==> config.mk <==
export PLATFORM = sky130hd
export DESIGN_NAME = avalon_reg_master
export DESIGN_NICKNAME = d
export VERILOG_FILES = /design/src/rtl/avalon_reg_master.sv
export SDC_FILE = /design/constraint.sdc
export NUM_CORES = 1
export LEC_CHECK = 0
export CORE_AREA = 2 2 99 101
export DETAILED_ROUTE_END_ITERATION = 6
export DIE_AREA = 0 0 101 103
export GPL_ROUTABILITY_DRIVEN = 0
export PLACE_DENSITY = 0.74
export SETUP_SLACK_MARGIN = 0.3
export SLEW_MARGIN = 20
export SYNTH_ARGS = -nofsm -noshare
export SYNTH_HDL_FRONTEND = slang
export SYNTH_SLANG_ARGS = --single-unit
export TNS_END_PERCENT = 10
==> constraint.sdc <==
create_clock -name clock -period 1.6 [get_ports clock]
set_input_delay 0.32 -clock clock [delete_from_list [all_inputs] [get_ports clock]]
set_output_delay 0.32 -clock clock [all_outputs]
set_load 0.005 [all_outputs]
==> src/rtl/avalon_reg_master.sv <==
// Avalon-MM master for single 32-bit register reads/writes, one command in flight at a time.
// Define AVALON_MASTER_TIMEOUT_EN to abort transactions stalled on waitrequest for TIMEOUT_CYCLES.
module avalon_reg_master #(
  parameter int ADDR_W = 16,
  parameter int DATA_W = 32
`ifdef AVALON_MASTER_TIMEOUT_EN
  , parameter int TIMEOUT_CYCLES = 255
`endif
) (
  input  logic              clock,
  input  logic              reset,
  input  logic              cmd_valid,
  output logic              cmd_ready,
  input  logic              cmd_write,
  input  logic [ADDR_W-1:0] cmd_address,
  input  logic [DATA_W-1:0] cmd_writedata,
  output logic              rsp_valid,
  input  logic              rsp_ready,
  output logic [DATA_W-1:0] rsp_readdata,
  output logic              rsp_error,
  output logic [ADDR_W-1:0] avalon_master_address,
  output logic              avalon_master_write,
  output logic [DATA_W-1:0] avalon_master_writedata,
  output logic              avalon_master_read,
  input  logic [DATA_W-1:0] avalon_master_readdata,
  input  logic              avalon_master_waitrequest
);

  typedef enum logic [1:0] {
    IDLE  = 2'd0,
    WRITE = 2'd1,
    READ  = 2'd2,
    RESP  = 2'd3
  } state_t;

  state_t            state_q, state_d;
  logic              cmd_ready_d;
  logic              rsp_valid_d;
  logic [DATA_W-1:0] rsp_readdata_d;
  logic [ADDR_W-1:0] address_d;
  logic [DATA_W-1:0] writedata_d;
  logic              write_d;
  logic              read_d;

`ifdef AVALON_MASTER_TIMEOUT_EN
  localparam int CNT_W = ($clog2(TIMEOUT_CYCLES + 1) > 8) ? $clog2(TIMEOUT_CYCLES + 1) : 8;
  logic [CNT_W-1:0] wait_cnt_q, wait_cnt_d;
  logic             error_q, error_d;
  assign rsp_error = error_q;
`else
  assign rsp_error = 1'b0;
`endif

  always_comb begin
    state_d        = state_q;
    cmd_ready_d    = cmd_ready;
    rsp_valid_d    = rsp_valid;
    rsp_readdata_d = rsp_readdata;
    address_d      = avalon_master_address;
    writedata_d    = avalon_master_writedata;
    write_d        = avalon_master_write;
    read_d         = avalon_master_read;
`ifdef AVALON_MASTER_TIMEOUT_EN
    wait_cnt_d     = wait_cnt_q;
    error_d        = error_q;
`endif
    case (state_q)
      IDLE: begin
        cmd_ready_d = 1'b1;
        if (cmd_ready && cmd_valid) begin
          cmd_ready_d = 1'b0;
          address_d   = cmd_address;
          writedata_d = cmd_writedata;
          write_d     = cmd_write;
          read_d      = !cmd_write;
          state_d     = cmd_write ? WRITE : READ;
`ifdef AVALON_MASTER_TIMEOUT_EN
          wait_cnt_d  = '0;
`endif
        end
      end
      WRITE, READ: begin
        // A completing cycle takes priority over reaching the timeout limit.
        if (!avalon_master_waitrequest) begin
          write_d        = 1'b0;
          read_d         = 1'b0;
          rsp_valid_d    = 1'b1;
          rsp_readdata_d = (state_q == READ) ? avalon_master_readdata : '0;
          state_d        = RESP;
`ifdef AVALON_MASTER_TIMEOUT_EN
          error_d        = 1'b0;
`endif
        end
`ifdef AVALON_MASTER_TIMEOUT_EN
        else if (wait_cnt_q == CNT_W'(TIMEOUT_CYCLES - 1)) begin
          write_d        = 1'b0;
          read_d         = 1'b0;
          rsp_valid_d    = 1'b1;
          rsp_readdata_d = '1;
          error_d        = 1'b1;
          state_d        = RESP;
        end else begin
          wait_cnt_d = wait_cnt_q + 1'b1;
        end
`endif
      end
      RESP: begin
        if (rsp_ready) begin
          rsp_valid_d = 1'b0;
          cmd_ready_d = 1'b1;
          state_d     = IDLE;
        end
      end
      default: state_d = IDLE;
    endcase
  end

  always_ff @(posedge clock) begin
    if (reset) begin
      state_q                 <= IDLE;
      cmd_ready               <= 1'b0;
      rsp_valid               <= 1'b0;
      rsp_readdata            <= '0;
      avalon_master_address   <= '0;
      avalon_master_writedata <= '0;
      avalon_master_write     <= 1'b0;
      avalon_master_read      <= 1'b0;
`ifdef AVALON_MASTER_TIMEOUT_EN
      wait_cnt_q              <= '0;
      error_q                 <= 1'b0;
`endif
    end else begin
      state_q                 <= state_d;
      cmd_ready               <= cmd_ready_d;
      rsp_valid               <= rsp_valid_d;
      rsp_readdata            <= rsp_readdata_d;
      avalon_master_address   <= address_d;
      avalon_master_writedata <= writedata_d;
      avalon_master_write     <= write_d;
      avalon_master_read      <= read_d;
`ifdef AVALON_MASTER_TIMEOUT_EN
      wait_cnt_q              <= wait_cnt_d;
      error_q                 <= error_d;
`endif
    end
  end

endmodule

==> results of run 1 <==
[placed cells by master, fill, tap and decap left out, types with 9 or more instances in the layout]
cell type | Yosys | routed
clkdlybuf4s50_1 | 0 | 138
nand2_1 | 131 | 131
a21oi_1 | 81 | 81
dfxtp_1 | 86 | 78
nand3_1 | 33 | 32
dlymetal6s2s_1 | 0 | 16
dlygate4sd2_1 | 0 | 13
clkbuf_8 | 0 | 12
buf_4 | 6 | 9
[power by group]
part           switching, uW  total, uW  internal (uW)  leakage (uW)
Combinational           1130       2310           1180       0.00136
Sequential               147       2570           2420      0.000701
Clock                    736       1420            688     0.0000954
Total                   2010       6300           4290       0.00215
[cells in the mapped netlist]
library cell | number | area, sq um
ha_1 | 4 | 50.1
a311oi_1 | 2 | 17.5
a21oi_1 | 81 | 405
and2b_1 | 1 | 7.51
a32oi_1 | 1 | 8.76
nor2b_1 | 1 | 6.26
nor3_1 | 2 | 10.0
nand3_1 | 33 | 165
buf_2 | 10 | 50.1
conb_1 | 1 | 3.75
or3b_2 | 1 | 8.76
buf_4 | 6 | 45.0
and3_1 | 2 | 12.5
dfxtp_1 | 86 | 1720
clkbuf_1 | 8 | 30.0
mux2_2 | 1 | 11.3
a21bo_2 | 1 | 10.0
or2_2 | 1 | 6.26
nand2_1 | 131 | 492
buf_6 | 3 | 33.8
nor2_1 | 2 | 7.51
nand2b_1 | 7 | 43.8
inv_1 | 2 | 7.51
o211ai_1 | 1 | 7.51
mux2i_1 | 1 | 10.0
buf_1 | 4 | 15.0
a31oi_1 | 2 | 12.5
[area by class of cell]
class / count / area [sq um] / area share
Timing Repair Buffer: 182 / 1860 / 0.354
Sequential cell: 86 / 1730 / 0.330
Multi-Input combinational cell: 276 / 1320 / 0.252
Clock buffer: 13 / 169 / 0.0322
Tap cell: 114 / 143 / 0.0272
Clock inverter: 3 / 17.5 / 0.00334
Inverter: 2 / 7.51 / 0.00143
[per-stage QoR]
| stage | utilization | power, uW | cells |
|---|---|---|---|
| after CTS | 0.550 | 6420 | 676 |
| after global placement | 0.532 | 4940 | 660 |
| after floorplan | - | 3910 | 395 |
| final | 0.555 | 6300 | 676 |
| after global routing | 0.555 | 6760 | 676 |
| after detailed placement | 0.532 | 4990 | 660 |
[layer usage]
metal  up-vias  global-route usage  wire length (um)
met5         -                   0                 0
met4         0              0.0800               174
met3        15              0.0447               553
met2        94               0.282              4410
met1      1476               0.205              3850
li1       1619                   -                 -
[what timing repair did]
| item | 4_1_cts | 5_1_grt |
|---|---|---|
| gates resized for setup | 19 | 19 |
| setup buffers | 0 | 0 |
| setup endpoints to repair | 144 | 164 |
[sequential cells by signal, indices dropped and copies added (netlist names)]
signal and count:
avalon_master_address 16, avalon_master_read 1, avalon_master_write 1, avalon_master_writedata 32
cmd_ready 1, rsp_readdata 32, rsp_valid 1, state_q 2
[kinds of logic after synthesis]
| kind of cell | count (synthesis) |
|---|---|
| compound gates | 88 |
| fa+ha+maj | 4 |
| buf+inv | 33 |
| flops | 86 |
| mux | 2 |
| other cells | 1 |
| simple gates | 181 |
[path summary, 6_finish.rpt]
path / cells past startpoint / endpoint / start / slack, ns
min reg2reg: 2 / avalon_master_writedata[18]$_SDFFE_PP0P_ / avalon_master_writedata[18]$_SDFFE_PP0P_ / 0.45
max reg2reg: 6 / rsp_readdata[31]$_SDFFE_PP0P_ / state_q[1]$_SDFFE_PP0P_ / 0.16
max: 1 / rsp_readdata[7] / rsp_readdata[7]$_SDFFE_PP0P_ / 0.08
min: 2 / avalon_master_address[13]$_SDFFE_PP0P_ / reset / 0.21
==> out/metrics.yaml, run 1 <==
sta:
  fmax_mhz: 657
  setup_violations: 0
  min_period_over_period: 0.952
  finalHoldWorstSlack_ns: 0.213
  hold_viol: 0
  finalSetupTns_ns: 0
  rsz0062_at_grt: "yes"
  clock_skew_ns: 0.00701
  drv_slew: 0
  finalWorstSetupSlack_ns: 0.0768
  post-route-min-period_ns: 1.52
logic_synthesis:
  synth_area_sq_um: 3200
  synth_fa_ha_area_frac: 0.0156
  synth-compound-area-share: 0.144
  ys_types: 27
  ys_seq_elements: 86
  synth_top_family_by_area: "simple AND/OR/NAND/NOR gates"
  seq_area_frac_synth: 0.538
  syn_nets: 485
  muxShareOfSynthArea: 0.00665
  yosys_warnings: 0
  synth-simple-area-share: 0.237
  synth_xor_area_frac: 0
  postSynthAreaPerCell_sq_um: 8.10
  syn_inst: 395
final_layout:
  nNetsFinal: 647
  syn2layout_area_growth_pct: 64.1
  fillCellCount: 866
  drive_gt1_frac: 0.0819
  design_area_sq_um: 5250
  diodes: 0
setup_path:
  critPathSlowestCell: "clkdlybuf4s50_1"
  critPathArrivalTime_ns: 1.20
  cp_num_buf_inv: 1
  path_class: "reg -> out"
  cpPeakStageDelay_ns: 0.51
  endpoint_kind: "output pin"
  crit_family: "buffers and inverters"
  worstPathRequired_ns: 1.28
  cp_max_fo: 2
  critPathLaunchType: "flop"
  crit_chain: "clkdlybuf4s50_1"
pwr:
  power.leakage_uw: 0.00215
  ir_worst_vdd_v: 0.000923
  power_density_nw_per_um2: 1200
clocking:
  clk_path_buf_depth: 2
  cts_root_buf: "clkbuf_8"
  cts_hold_buf: 0
  worst_skew_pair.late_latency_ns: 0.35
  clkSlewWorstSetupHoldPaths_ns: 0.08
  numCtsBuffers: 9
  cts.htree.levels: 3
  cts_tree: "built"
  cts_sinks: 86
global_routing:
  grt_overflow: 0
  grt_pass1_wl_um: 13900
  grt_pass1_vias: 2956
  antenna_found_initial: 0
  grt_max_degree: 46
  grt.total_usage: 0.169
route:
  avgViaCountPerCell: 4.74
  drt_wl_total_um: 8990
  drc: 0
  drtPass1Iterations: 5
  drt-initial-drc-count: 135
  wl_per_cell_um: 13.3
  vias: 3204
  postRouteAntennaNets: 0
place:
  numPortBuffers: 169
  place_ws_ns: -0.0221
  dp_hpwl_um: 6300
  placed_area_sq_um: 5030
status:
  status: "completed"
die:
  die_area_sq_um: 10400
  die_h_um: 103
  core_area_sq_um: 9460
  num_io_pins: 171
  die_w_um: 101
  start_util: 0.338
  rows: 36
worst_hold_path:
  hp-class: "in -> reg"
flow_run:
  maxCapViolCount: 0
No activity file was read; power rests on OpenSTA's default activity.
==> run 2, diff against run 1 <==
HOLD_SLACK_MARGIN = 0.06   (was default)
==> results of run 2 <==
Same layout as run 1: the final DEF is identical, and so are final timing and power.
